### src/rtl/ps2_mouse_pkg.sv
// Shared PS/2 mouse command/response codes, controller state encoding and packet layout.
// The sample-rate states exist only when PS2_MOUSE_CTRL_SAMPLE_RATE_EN is defined.
package ps2_mouse_pkg;

    localparam logic [7:0] CMD_RESET    = 8'hFF;
    localparam logic [7:0] CMD_ENABLE   = 8'hF4;
    localparam logic [7:0] CMD_SET_RATE = 8'hF3;
    localparam logic [7:0] RSP_ACK      = 8'hFA;
    localparam logic [7:0] RSP_RESEND   = 8'hFE;
    localparam logic [7:0] RSP_BAT_OK   = 8'hAA;
    localparam logic [7:0] RSP_BAT_FAIL = 8'hFC;
    localparam logic [7:0] DEV_ID_MOUSE = 8'h00;

    typedef enum logic [3:0] {
        IDLE,
        SEND_RST,
        WAIT_RST_ACK,
        WAIT_BAT,
        WAIT_ID,
        SEND_EN,
        WAIT_EN_ACK,
        STREAM,
        FAIL
`ifdef PS2_MOUSE_CTRL_SAMPLE_RATE_EN
        ,
        SEND_RATE_CMD,
        WAIT_RATE_CMD_ACK,
        SEND_RATE_VAL,
        WAIT_RATE_VAL_ACK
`endif
    } state_t;

    typedef struct packed {
        logic [7:0] byte2;
        logic [7:0] byte1;
        logic [7:0] byte0;
    } pkt_t;

endpackage

### src/rtl/ps2_mouse_init_ctrl_if.sv
// Byte-level links of the mouse controller: transceiver tx/rx side and packet output side.
// master = controller, slave = transceiver/consumer.
interface ps2_mouse_init_ctrl_if;
    import ps2_mouse_pkg::*;

    logic [7:0] tx_data_o;
    logic       tx_valid_o;
    logic       tx_ready_i;
    logic       tx_done_i;
    logic [7:0] rx_data_i;
    logic       rx_valid_i;
    logic       rx_err_i;
    pkt_t       pkt_o;
    logic       pkt_valid_o;
    logic       pkt_ack_i;

    modport master (
        output tx_data_o, tx_valid_o, pkt_o, pkt_valid_o,
        input  tx_ready_i, tx_done_i, rx_data_i, rx_valid_i, rx_err_i, pkt_ack_i
    );

    modport slave (
        input  tx_data_o, tx_valid_o, pkt_o, pkt_valid_o,
        output tx_ready_i, tx_done_i, rx_data_i, rx_valid_i, rx_err_i, pkt_ack_i
    );

endinterface

### src/rtl/ps2_pkt_assembler.sv
// Frames streamed mouse bytes into 3-byte packets with bit3 sync, gap resync,
// a single hold register and a sticky overflow flag.
module ps2_pkt_assembler
    import ps2_mouse_pkg::*;
#(
    parameter int unsigned PKT_GAP_CYC = 1_000_000
) (
    input  logic       clk_i,
    input  logic       rst_i,
    input  logic       en_i,
    input  logic       clr_i,
    input  logic [7:0] rx_data_i,
    input  logic       rx_valid_i,
    input  logic       rx_err_i,
    input  logic       pkt_ack_i,
    output pkt_t       pkt_o,
    output logic       pkt_valid_o,
    output logic       overflow_o
);

    localparam int unsigned GAP_W = $clog2(PKT_GAP_CYC + 2);

    logic [1:0]       idx_q, idx_d;
    logic [7:0]       b0_q, b0_d;
    logic [7:0]       b1_q, b1_d;
    logic [GAP_W-1:0] gap_q, gap_d;
    pkt_t             pkt_q, pkt_d;
    logic             vld_q, vld_d;
    logic             ovf_q, ovf_d;

    always_comb begin
        idx_d = idx_q;
        b0_d  = b0_q;
        b1_d  = b1_q;
        pkt_d = pkt_q;
        vld_d = vld_q;
        ovf_d = ovf_q;
        gap_d = (gap_q == '1) ? gap_q : gap_q + 1'b1;

        // Ack is applied first so a completion in the same cycle can reload the holder.
        if (pkt_ack_i) vld_d = 1'b0;

        if (!en_i) begin
            idx_d = 2'd0;
            gap_d = '0;
        end else if (rx_valid_i) begin
            gap_d = '0;
            if (rx_err_i) begin
                idx_d = 2'd0;
            end else begin
                case (idx_q)
                    2'd0: begin
                        if (rx_data_i[3]) begin
                            b0_d  = rx_data_i;
                            idx_d = 2'd1;
                        end
                    end
                    2'd1: begin
                        b1_d  = rx_data_i;
                        idx_d = 2'd2;
                    end
                    default: begin
                        idx_d = 2'd0;
                        if (!vld_q || pkt_ack_i) begin
                            pkt_d = {rx_data_i, b1_q, b0_q};
                            vld_d = 1'b1;
                        end else begin
                            ovf_d = 1'b1;
                        end
                    end
                endcase
            end
        end else if (idx_q != 2'd0 && gap_q >= GAP_W'(PKT_GAP_CYC)) begin
            idx_d = 2'd0;
        end

        if (clr_i) begin
            idx_d = 2'd0;
            vld_d = 1'b0;
            ovf_d = 1'b0;
            gap_d = '0;
        end
    end

    always_ff @(posedge clk_i) begin
        b0_q <= b0_d;
        b1_q <= b1_d;
        if (rst_i) begin
            idx_q <= 2'd0;
            gap_q <= '0;
            pkt_q <= '0;
            vld_q <= 1'b0;
            ovf_q <= 1'b0;
        end else begin
            idx_q <= idx_d;
            gap_q <= gap_d;
            pkt_q <= pkt_d;
            vld_q <= vld_d;
            ovf_q <= ovf_d;
        end
    end

    assign pkt_o       = pkt_q;
    assign pkt_valid_o = vld_q;
    assign overflow_o  = ovf_q;

endmodule

### src/rtl/ps2_mouse_init_ctrl.sv
// PS/2 mouse bring-up sequencer (reset, BAT, ID, enable) with timeouts/retries, then packet framing.
// Define PS2_MOUSE_CTRL_SAMPLE_RATE_EN to insert the set-sample-rate exchange after the ID check.
module ps2_mouse_init_ctrl
    import ps2_mouse_pkg::*;
#(
    parameter int unsigned RESP_TIMEOUT_CYC = 2_500_000,
    parameter int unsigned BAT_TIMEOUT_CYC  = 50_000_000,
    parameter int unsigned PKT_GAP_CYC      = 1_000_000,
    parameter int unsigned MAX_RETRIES      = 3,
    parameter logic [7:0]  SAMPLE_RATE      = 8'd100
) (
    input  logic                  clk_i,
    input  logic                  rst_i,
    input  logic                  start_i,
    ps2_mouse_init_ctrl_if.master bus,
    output logic                  ready_o,
    output logic                  err_o,
    output logic                  overflow_o,
    output logic [1:0]            retries_o
);

    localparam int unsigned TMR_MAX = (BAT_TIMEOUT_CYC > RESP_TIMEOUT_CYC) ? BAT_TIMEOUT_CYC
                                                                           : RESP_TIMEOUT_CYC;
    localparam int unsigned TMR_W   = $clog2(TMR_MAX + 1);

    state_t             state_q, state_d;
    logic               sent_q, sent_d;
    logic [1:0]         retries_q, retries_d;
    logic [TMR_W-1:0]   timer_q, timer_d;
    logic [TMR_W-1:0]   tmr_lim;
    logic               start_ok, expired, byte_ok, retry, resend;

    function automatic logic [7:0] cmd_of(state_t s);
        case (s)
            SEND_RST:      return CMD_RESET;
            SEND_EN:       return CMD_ENABLE;
`ifdef PS2_MOUSE_CTRL_SAMPLE_RATE_EN
            SEND_RATE_CMD: return CMD_SET_RATE;
            SEND_RATE_VAL: return SAMPLE_RATE;
`endif
            default:       return 8'h00;
        endcase
    endfunction

    function automatic state_t wait_of(state_t s);
        case (s)
            SEND_RST:      return WAIT_RST_ACK;
            SEND_EN:       return WAIT_EN_ACK;
`ifdef PS2_MOUSE_CTRL_SAMPLE_RATE_EN
            SEND_RATE_CMD: return WAIT_RATE_CMD_ACK;
            SEND_RATE_VAL: return WAIT_RATE_VAL_ACK;
`endif
            default:       return IDLE;
        endcase
    endfunction

    function automatic state_t ack_next_of(state_t s);
        case (s)
            WAIT_RST_ACK:      return WAIT_BAT;
            WAIT_EN_ACK:       return STREAM;
`ifdef PS2_MOUSE_CTRL_SAMPLE_RATE_EN
            WAIT_RATE_CMD_ACK: return SEND_RATE_VAL;
            WAIT_RATE_VAL_ACK: return SEND_EN;
`endif
            default:           return IDLE;
        endcase
    endfunction

    function automatic state_t resend_of(state_t s);
        case (s)
            WAIT_EN_ACK:       return SEND_EN;
`ifdef PS2_MOUSE_CTRL_SAMPLE_RATE_EN
            WAIT_RATE_CMD_ACK: return SEND_RATE_CMD;
            WAIT_RATE_VAL_ACK: return SEND_RATE_VAL;
`endif
            default:           return SEND_RST;
        endcase
    endfunction

`ifndef PS2_MOUSE_CTRL_SAMPLE_RATE_EN
    logic [7:0] unused_rate;
    assign unused_rate = SAMPLE_RATE;
`endif

    assign tmr_lim  = (state_q == WAIT_BAT) ? TMR_W'(BAT_TIMEOUT_CYC - 1)
                                            : TMR_W'(RESP_TIMEOUT_CYC - 1);
    assign start_ok = start_i && (state_q inside {IDLE, STREAM, FAIL});
    // A byte arriving on the final timer cycle takes priority over expiry.
    assign expired  = (timer_q == tmr_lim) && !bus.rx_valid_i;
    assign byte_ok  = bus.rx_valid_i && !bus.rx_err_i;

    always_comb begin
        state_d        = state_q;
        sent_d         = sent_q;
        retries_d      = retries_q;
        timer_d        = (timer_q == '1) ? timer_q : timer_q + 1'b1;
        retry          = 1'b0;
        resend         = 1'b0;
        bus.tx_valid_o = 1'b0;
        bus.tx_data_o  = 8'h00;

        case (state_q)
`ifdef PS2_MOUSE_CTRL_SAMPLE_RATE_EN
            SEND_RATE_CMD, SEND_RATE_VAL,
`endif
            SEND_RST, SEND_EN: begin
                bus.tx_data_o  = cmd_of(state_q);
                bus.tx_valid_o = !sent_q;
                if (!sent_q && bus.tx_ready_i) begin
                    sent_d = 1'b1;
                end else if (sent_q && bus.tx_done_i) begin
                    sent_d  = 1'b0;
                    timer_d = '0;
                    state_d = wait_of(state_q);
                end
            end
`ifdef PS2_MOUSE_CTRL_SAMPLE_RATE_EN
            WAIT_RATE_CMD_ACK, WAIT_RATE_VAL_ACK,
`endif
            WAIT_RST_ACK, WAIT_EN_ACK: begin
                if (byte_ok && bus.rx_data_i == RSP_ACK) begin
                    state_d = ack_next_of(state_q);
                    timer_d = '0;
                end else if (byte_ok && bus.rx_data_i == RSP_RESEND) begin
                    resend = 1'b1;
                end else if (bus.rx_valid_i || expired) begin
                    retry = 1'b1;
                end
            end
            WAIT_BAT: begin
                if (byte_ok && bus.rx_data_i == RSP_BAT_OK) begin
                    state_d = WAIT_ID;
                    timer_d = '0;
                end else if (bus.rx_valid_i || expired) begin
                    retry = 1'b1;
                end
            end
            WAIT_ID: begin
                if (byte_ok && bus.rx_data_i == DEV_ID_MOUSE) begin
`ifdef PS2_MOUSE_CTRL_SAMPLE_RATE_EN
                    state_d = SEND_RATE_CMD;
`else
                    state_d = SEND_EN;
`endif
                end else if (bus.rx_valid_i || expired) begin
                    retry = 1'b1;
                end
            end
            IDLE, STREAM, FAIL: ;
            default: state_d = IDLE;
        endcase

        if (retry || resend) begin
            if (retries_q == 2'(MAX_RETRIES)) begin
                state_d = FAIL;
            end else begin
                retries_d = retries_q + 2'd1;
                state_d   = resend ? resend_of(state_q) : SEND_RST;
            end
        end

        if (start_ok) begin
            state_d   = SEND_RST;
            sent_d    = 1'b0;
            retries_d = 2'd0;
        end
    end

    always_ff @(posedge clk_i) begin
        if (rst_i) begin
            state_q   <= IDLE;
            sent_q    <= 1'b0;
            retries_q <= 2'd0;
            timer_q   <= '0;
        end else begin
            state_q   <= state_d;
            sent_q    <= sent_d;
            retries_q <= retries_d;
            timer_q   <= timer_d;
        end
    end

    ps2_pkt_assembler #(
        .PKT_GAP_CYC (PKT_GAP_CYC)
    ) u_pkt (
        .clk_i       (clk_i),
        .rst_i       (rst_i),
        .en_i        (state_q == STREAM),
        .clr_i       (start_ok),
        .rx_data_i   (bus.rx_data_i),
        .rx_valid_i  (bus.rx_valid_i),
        .rx_err_i    (bus.rx_err_i),
        .pkt_ack_i   (bus.pkt_ack_i),
        .pkt_o       (bus.pkt_o),
        .pkt_valid_o (bus.pkt_valid_o),
        .overflow_o  (overflow_o)
    );

    assign ready_o   = (state_q == STREAM);
    assign err_o     = (state_q == FAIL);
    assign retries_o = retries_q;

endmodule

### src/flat_wrapper.sv
// flat-port wrapper written by rule: the top's interface ports become plain ports
module ps2_mouse_init_ctrl_flat import ps2_mouse_pkg::*;
#(
    parameter int unsigned RESP_TIMEOUT_CYC = 2_500_000,
    parameter int unsigned BAT_TIMEOUT_CYC  = 50_000_000,
    parameter int unsigned PKT_GAP_CYC      = 1_000_000,
    parameter int unsigned MAX_RETRIES      = 3,
    parameter logic [7:0]  SAMPLE_RATE      = 8'd100
)
  (clk_i, rst_i, start_i, ready_o, err_o, overflow_o, retries_o, bus_tx_data_o, bus_tx_valid_o, bus_pkt_o, bus_pkt_valid_o, bus_tx_ready_i, bus_tx_done_i, bus_rx_data_i, bus_rx_valid_i, bus_rx_err_i, bus_pkt_ack_i);
  ps2_mouse_init_ctrl_if bus_i ();
  input  logic clk_i;
  input  logic rst_i;
  input  logic start_i;
  output logic ready_o;
  output logic err_o;
  output logic overflow_o;
  output logic [1:0] retries_o;
  output wire logic [$bits(bus_i.tx_data_o)-1:0] bus_tx_data_o;
  output wire logic [$bits(bus_i.tx_valid_o)-1:0] bus_tx_valid_o;
  output wire logic [$bits(bus_i.pkt_o)-1:0] bus_pkt_o;
  output wire logic [$bits(bus_i.pkt_valid_o)-1:0] bus_pkt_valid_o;
  input wire logic [$bits(bus_i.tx_ready_i)-1:0] bus_tx_ready_i;
  input wire logic [$bits(bus_i.tx_done_i)-1:0] bus_tx_done_i;
  input wire logic [$bits(bus_i.rx_data_i)-1:0] bus_rx_data_i;
  input wire logic [$bits(bus_i.rx_valid_i)-1:0] bus_rx_valid_i;
  input wire logic [$bits(bus_i.rx_err_i)-1:0] bus_rx_err_i;
  input wire logic [$bits(bus_i.pkt_ack_i)-1:0] bus_pkt_ack_i;
  assign bus_tx_data_o = bus_i.tx_data_o;
  assign bus_tx_valid_o = bus_i.tx_valid_o;
  assign bus_pkt_o = bus_i.pkt_o;
  assign bus_pkt_valid_o = bus_i.pkt_valid_o;
  assign bus_i.tx_ready_i = bus_tx_ready_i;
  assign bus_i.tx_done_i = bus_tx_done_i;
  assign bus_i.rx_data_i = bus_rx_data_i;
  assign bus_i.rx_valid_i = bus_rx_valid_i;
  assign bus_i.rx_err_i = bus_rx_err_i;
  assign bus_i.pkt_ack_i = bus_pkt_ack_i;
  ps2_mouse_init_ctrl #(.RESP_TIMEOUT_CYC(RESP_TIMEOUT_CYC), .BAT_TIMEOUT_CYC(BAT_TIMEOUT_CYC), .PKT_GAP_CYC(PKT_GAP_CYC), .MAX_RETRIES(MAX_RETRIES), .SAMPLE_RATE(SAMPLE_RATE)) u_core (.clk_i(clk_i), .rst_i(rst_i), .start_i(start_i), .bus(bus_i), .ready_o(ready_o), .err_o(err_o), .overflow_o(overflow_o), .retries_o(retries_o));
endmodule
### config.mk
export PLATFORM = sky130hd
export DESIGN_NAME = ps2_mouse_init_ctrl_flat
export DESIGN_NICKNAME = d
export VERILOG_FILES = /design/src/rtl/ps2_mouse_pkg.sv /design/src/rtl/ps2_mouse_init_ctrl_if.sv /design/src/rtl/ps2_pkt_assembler.sv /design/src/rtl/ps2_mouse_init_ctrl.sv /design/src/flat_wrapper.sv
export SDC_FILE = /design/constraint.sdc
export NUM_CORES = 1
export LEC_CHECK = 0
export BUFFER_PORTS_ARGS = -buffer_cell sky130_fd_sc_hd__clkbuf_2
export CAP_MARGIN = 20
export CORE_ASPECT_RATIO = 1.25
export CORE_MARGIN = 2
export CORE_UTILIZATION = 61
export DETAILED_ROUTE_END_ITERATION = 10
export PLACE_DENSITY_LB_ADDON = 0.15
export SLEW_MARGIN = 10
export SYNTH_ARGS = -nofsm -noshare
export SYNTH_HDL_FRONTEND = slang
export SYNTH_HIERARCHICAL = 1
export SYNTH_SLANG_ARGS = --single-unit
### constraint.sdc
create_clock -name clk_i -period 3.1 [get_ports clk_i]
set_input_delay 0.31 -clock clk_i [delete_from_list [all_inputs] [get_ports clk_i]]
set_output_delay 0.31 -clock clk_i [all_outputs]
set_load 0.05 [all_outputs]
==> results.yml <==
synthesis:
  synth-edff-count: 15
  yosys.area.top_type: "dfxtp_1"
  dominantRegCellSynth: "dfxtp_1"
  synthesis.nets: 516
  synth_top_cell_area_share_pct: 36.9
  synth_cell_type_count: 56
  ys_seq_elements: 96
  netlist_area_um2: 4400
  ys_async_sr_fraction_pct: 0
  seq_area_frac_synth_pct: 47.1
  avgSynthCellArea_um2: 8.87
  ys_warn_count: 6
  syn_inst: 496
  ys_top_cells_by_area: "dfxtp_1, edfxtp_1, nand2_1"
clocking:
  cts_tree: "built"
  cts_buffer_depth: 2
  cts-resized-gates: 0
  htree_levels: 3
  cts_setup_buffers: 0
  cts_buffers: 9
  cts_root_buffer: "clkbuf_8"
  clock-sinks: 96
  cts_hold_buf: 0
  clock_latency_ns: 0.37
  clk_pin_slew_ns: 0.11
global_route:
  grt_overflow: 0
  grt_pass1_vias: 3480
  antenna_found_initial: 0
  grt_util_met3_pct: 4.85
  grt_use_met2_pct: 42.9
  grt.busiest_layer: "met2"
  grt_util_met1_pct: 29.7
  grt_pass1_wl_mm: 15.7
  grt_use_total_pct: 24.7
  grt_start_max_net_pins: 32
timing:
  timing.setup.tns_ns: 0
  clock_skew_ns: 0.0108
  slew_viol_final: 0
  tightest_slew_ns: 0.765
  setup_viol: 0
  period_needed_ns: 2.31
  slew_headroom_pct: 48.9
  fmax_mhz: 433
  holdWs_ns: 0.180
  hold_viol: 0
  rsz0062_at_grt: "false"
  post-route-period-util_pct: 74.6
layout:
  utilization_pct: 70.2
  layoutNonFillerInstCount: 638
  antennaDiodeCount: 0
  drive_gt1_share_pct: 17.7
  n_fill_cell: 581
  area_growth_syn_to_layout_pct: 11.4
  nNetsFinal: 563
hold_path:
  hold_end: "u_core/u_pkt/b1_q[0]"
  hp-start: "bus_rx_data_i[0]"
  min_path_cells: 1
  hp-class: "in -> reg"
route:
  firstDrtPassIters: 4
  drtAntennaViolNets: 0
  wl_per_cell_um: 14.2
  vias: 3707
  drt_iter0_markers: 188
  routed_wl_mm: 9.04
  viasPerCell: 5.81
  drc: 0
pwr:
  power.density_nw_per_um2: 451
  p_total_mw: 2.21
  worst_ir_drop_vdd_mv: 0.259
  p_leak_nw: 1.80
setup_path:
  reg2regPathDepth: 7
  r2r_start: "u_core/state_q[3]"
  startpoint_type: "register"
  timing.rr.end: "u_core/u_pkt/gap_q[6]"
  worstPathArrival_ns: 2.60
  path_class: "reg -> reg"
  reg2reg_slack_ns: 0.79
  crit_path_end_kind: "register"
  cp_max_fo: 17
  cp.required_ns: 3.39
die:
  dieWidth_um: 80.0
  core.rowCount: 34
  ios: 55
  core_um2: 6980
  start_util_pct: 63.1
  die_area_um2: 7910
  dieHeight_um: 98.9
flow_run:
  cap_violations: 0
place:
  dp_hpwl_mm: 6.45
  io_buffers: 54
  dp.cells: 622
  gp_congestion: 0.866
status:
  outcome: "finished clean"
[worst max-delay path by stage]
stage	startpoint	endpoint	slack, ns
finish	u_core/state_q[3]	u_core/u_pkt/gap_q[6]	0.79
global route	u_core/state_q[3]	u_core/u_pkt/gap_q[6]	0.57
CTS	u_core/state_q[3]	u_core/u_pkt/gap_q[6]	0.81
detailed placement	bus_rx_valid_i	u_core/state_q[0]	0.83
global placement	bus_rx_valid_i	u_core/state_q[0]	0.91
floorplan	u_core/state_q[1]	u_core/u_pkt/gap_q[0]	0.54
[kinds of logic (layout without fill, tap and decap cells)]
family	after synthesis	in the layout	synth area share, %
buf+inv	33	85	3.75
flops	96	96	47.1
mux	6	6	1.37
xor+xnor	34	34	6.77
fa+ha+maj	4	4	1.14
compound gates	71	71	9.87
simple gates	252	252	30.0
[synth_stat cells (2+ instances only)]
cell	count
nand4_1	16
nand3_1	24
nand4_4	2
nand4b_1	3
a31oi_1	4
clkbuf_1	8
or4_4	2
and3b_1	2
ha_1	4
xnor2_1	13
and3_1	5
and2_1	3
nand2_1	81
a21boi_0	3
nor4b_1	2
nor3b_1	2
mux2i_1	6
nor4_1	10
inv_1	9
nor2_1	59
and4_2	2
o21ai_0	13
buf_2	9
nor3_1	12
a21oi_1	40
buf_4	6
nor2b_1	2
and4b_1	2
edfxtp_1	15
or3_1	6
xor2_1	21
nand2b_1	5
a21oi_2	2
dfxtp_1	81
[metal layers]
metal | up-vias | share of wire [%]
li1 | 1838 | -
met1 | 1757 | 43
met2 | 97 | 50
met3 | 15 | 5.0
met4 | 0 | 1.8
met5 | - | 0
[final cells by class]
class	instances	area (um^2)	share of cell area [%]
inverter	9	33.8	0.689
sequential	96	2070	42.3
timing repair buffer	60	315	6.43
clock buffer	9	124	2.53
clock inverter	7	81.3	1.66
tap	90	113	2.30
multi-input combinational	367	2160	44.1
[cell usage in the layout, fill, tap and decap left out, drive strengths merged, types with 3 or more instances in the layout]
master	n
a21boi	3
a21oi	42
a31oi	4
and2	3
and3	6
buf	6
clkbuf	63
dfxtp	81
edfxtp	15
ha	4
inv	14
mux2i	6
nand2	81
nand2b	5
nand3	25
nand4	19
nand4b	3
nor2	59
nor3	13
nor4	12
o21ai	13
or3	6
or4	3
xnor2	13
xor2	21
[worst max-delay path, stage by stage, from the launching register on]
cell and delay [ns]:
dfxtp_1 0.45, and4b_1 0.30, o21ai_0 0.33, inv_1 0.16
nor2_1 0.16, and2_1 0.19, nand2b_1 0.38, a21oi_1 0.25
[through the flow]
| stage | setup WS (ns) | instance area, um^2 |
|---|---|---|
| 4_1_cts | 0.814 | 4900 |
| 2_1_floorplan | 0.542 | 4400 |
| 6_report | 0.788 | 4900 |
| 5_1_grt | 0.573 | 4900 |
| 3_5_place_dp | 0.835 | 4700 |
| 3_3_place_gp | 0.912 | 4700 |
[where the power goes]
group          leakage, nW  internal [mW]  switching [mW]  total (mW)
Combinational        0.907         0.0278          0.0878       0.116
Sequential           0.788           1.27         0.00667        1.27
Clock                0.104          0.325           0.495       0.820
[sequential cells by signal, summed over array words and instances, names as in the netlist]
signal                    flops
u_core/timer_q               26
u_core/retries_o              2
u_core/u_pkt/overflow_o       1
u_core/sent_q                 1
u_core/u_pkt/pkt_o           24
u_core/u_pkt/pkt_valid_o      1
u_core/u_pkt/b0_q             7
u_core/state_q                4
u_core/u_pkt/idx_q            2
u_core/u_pkt/b1_q             8
u_core/u_pkt/gap_q           20
Power figures use the tool's default switching activity.
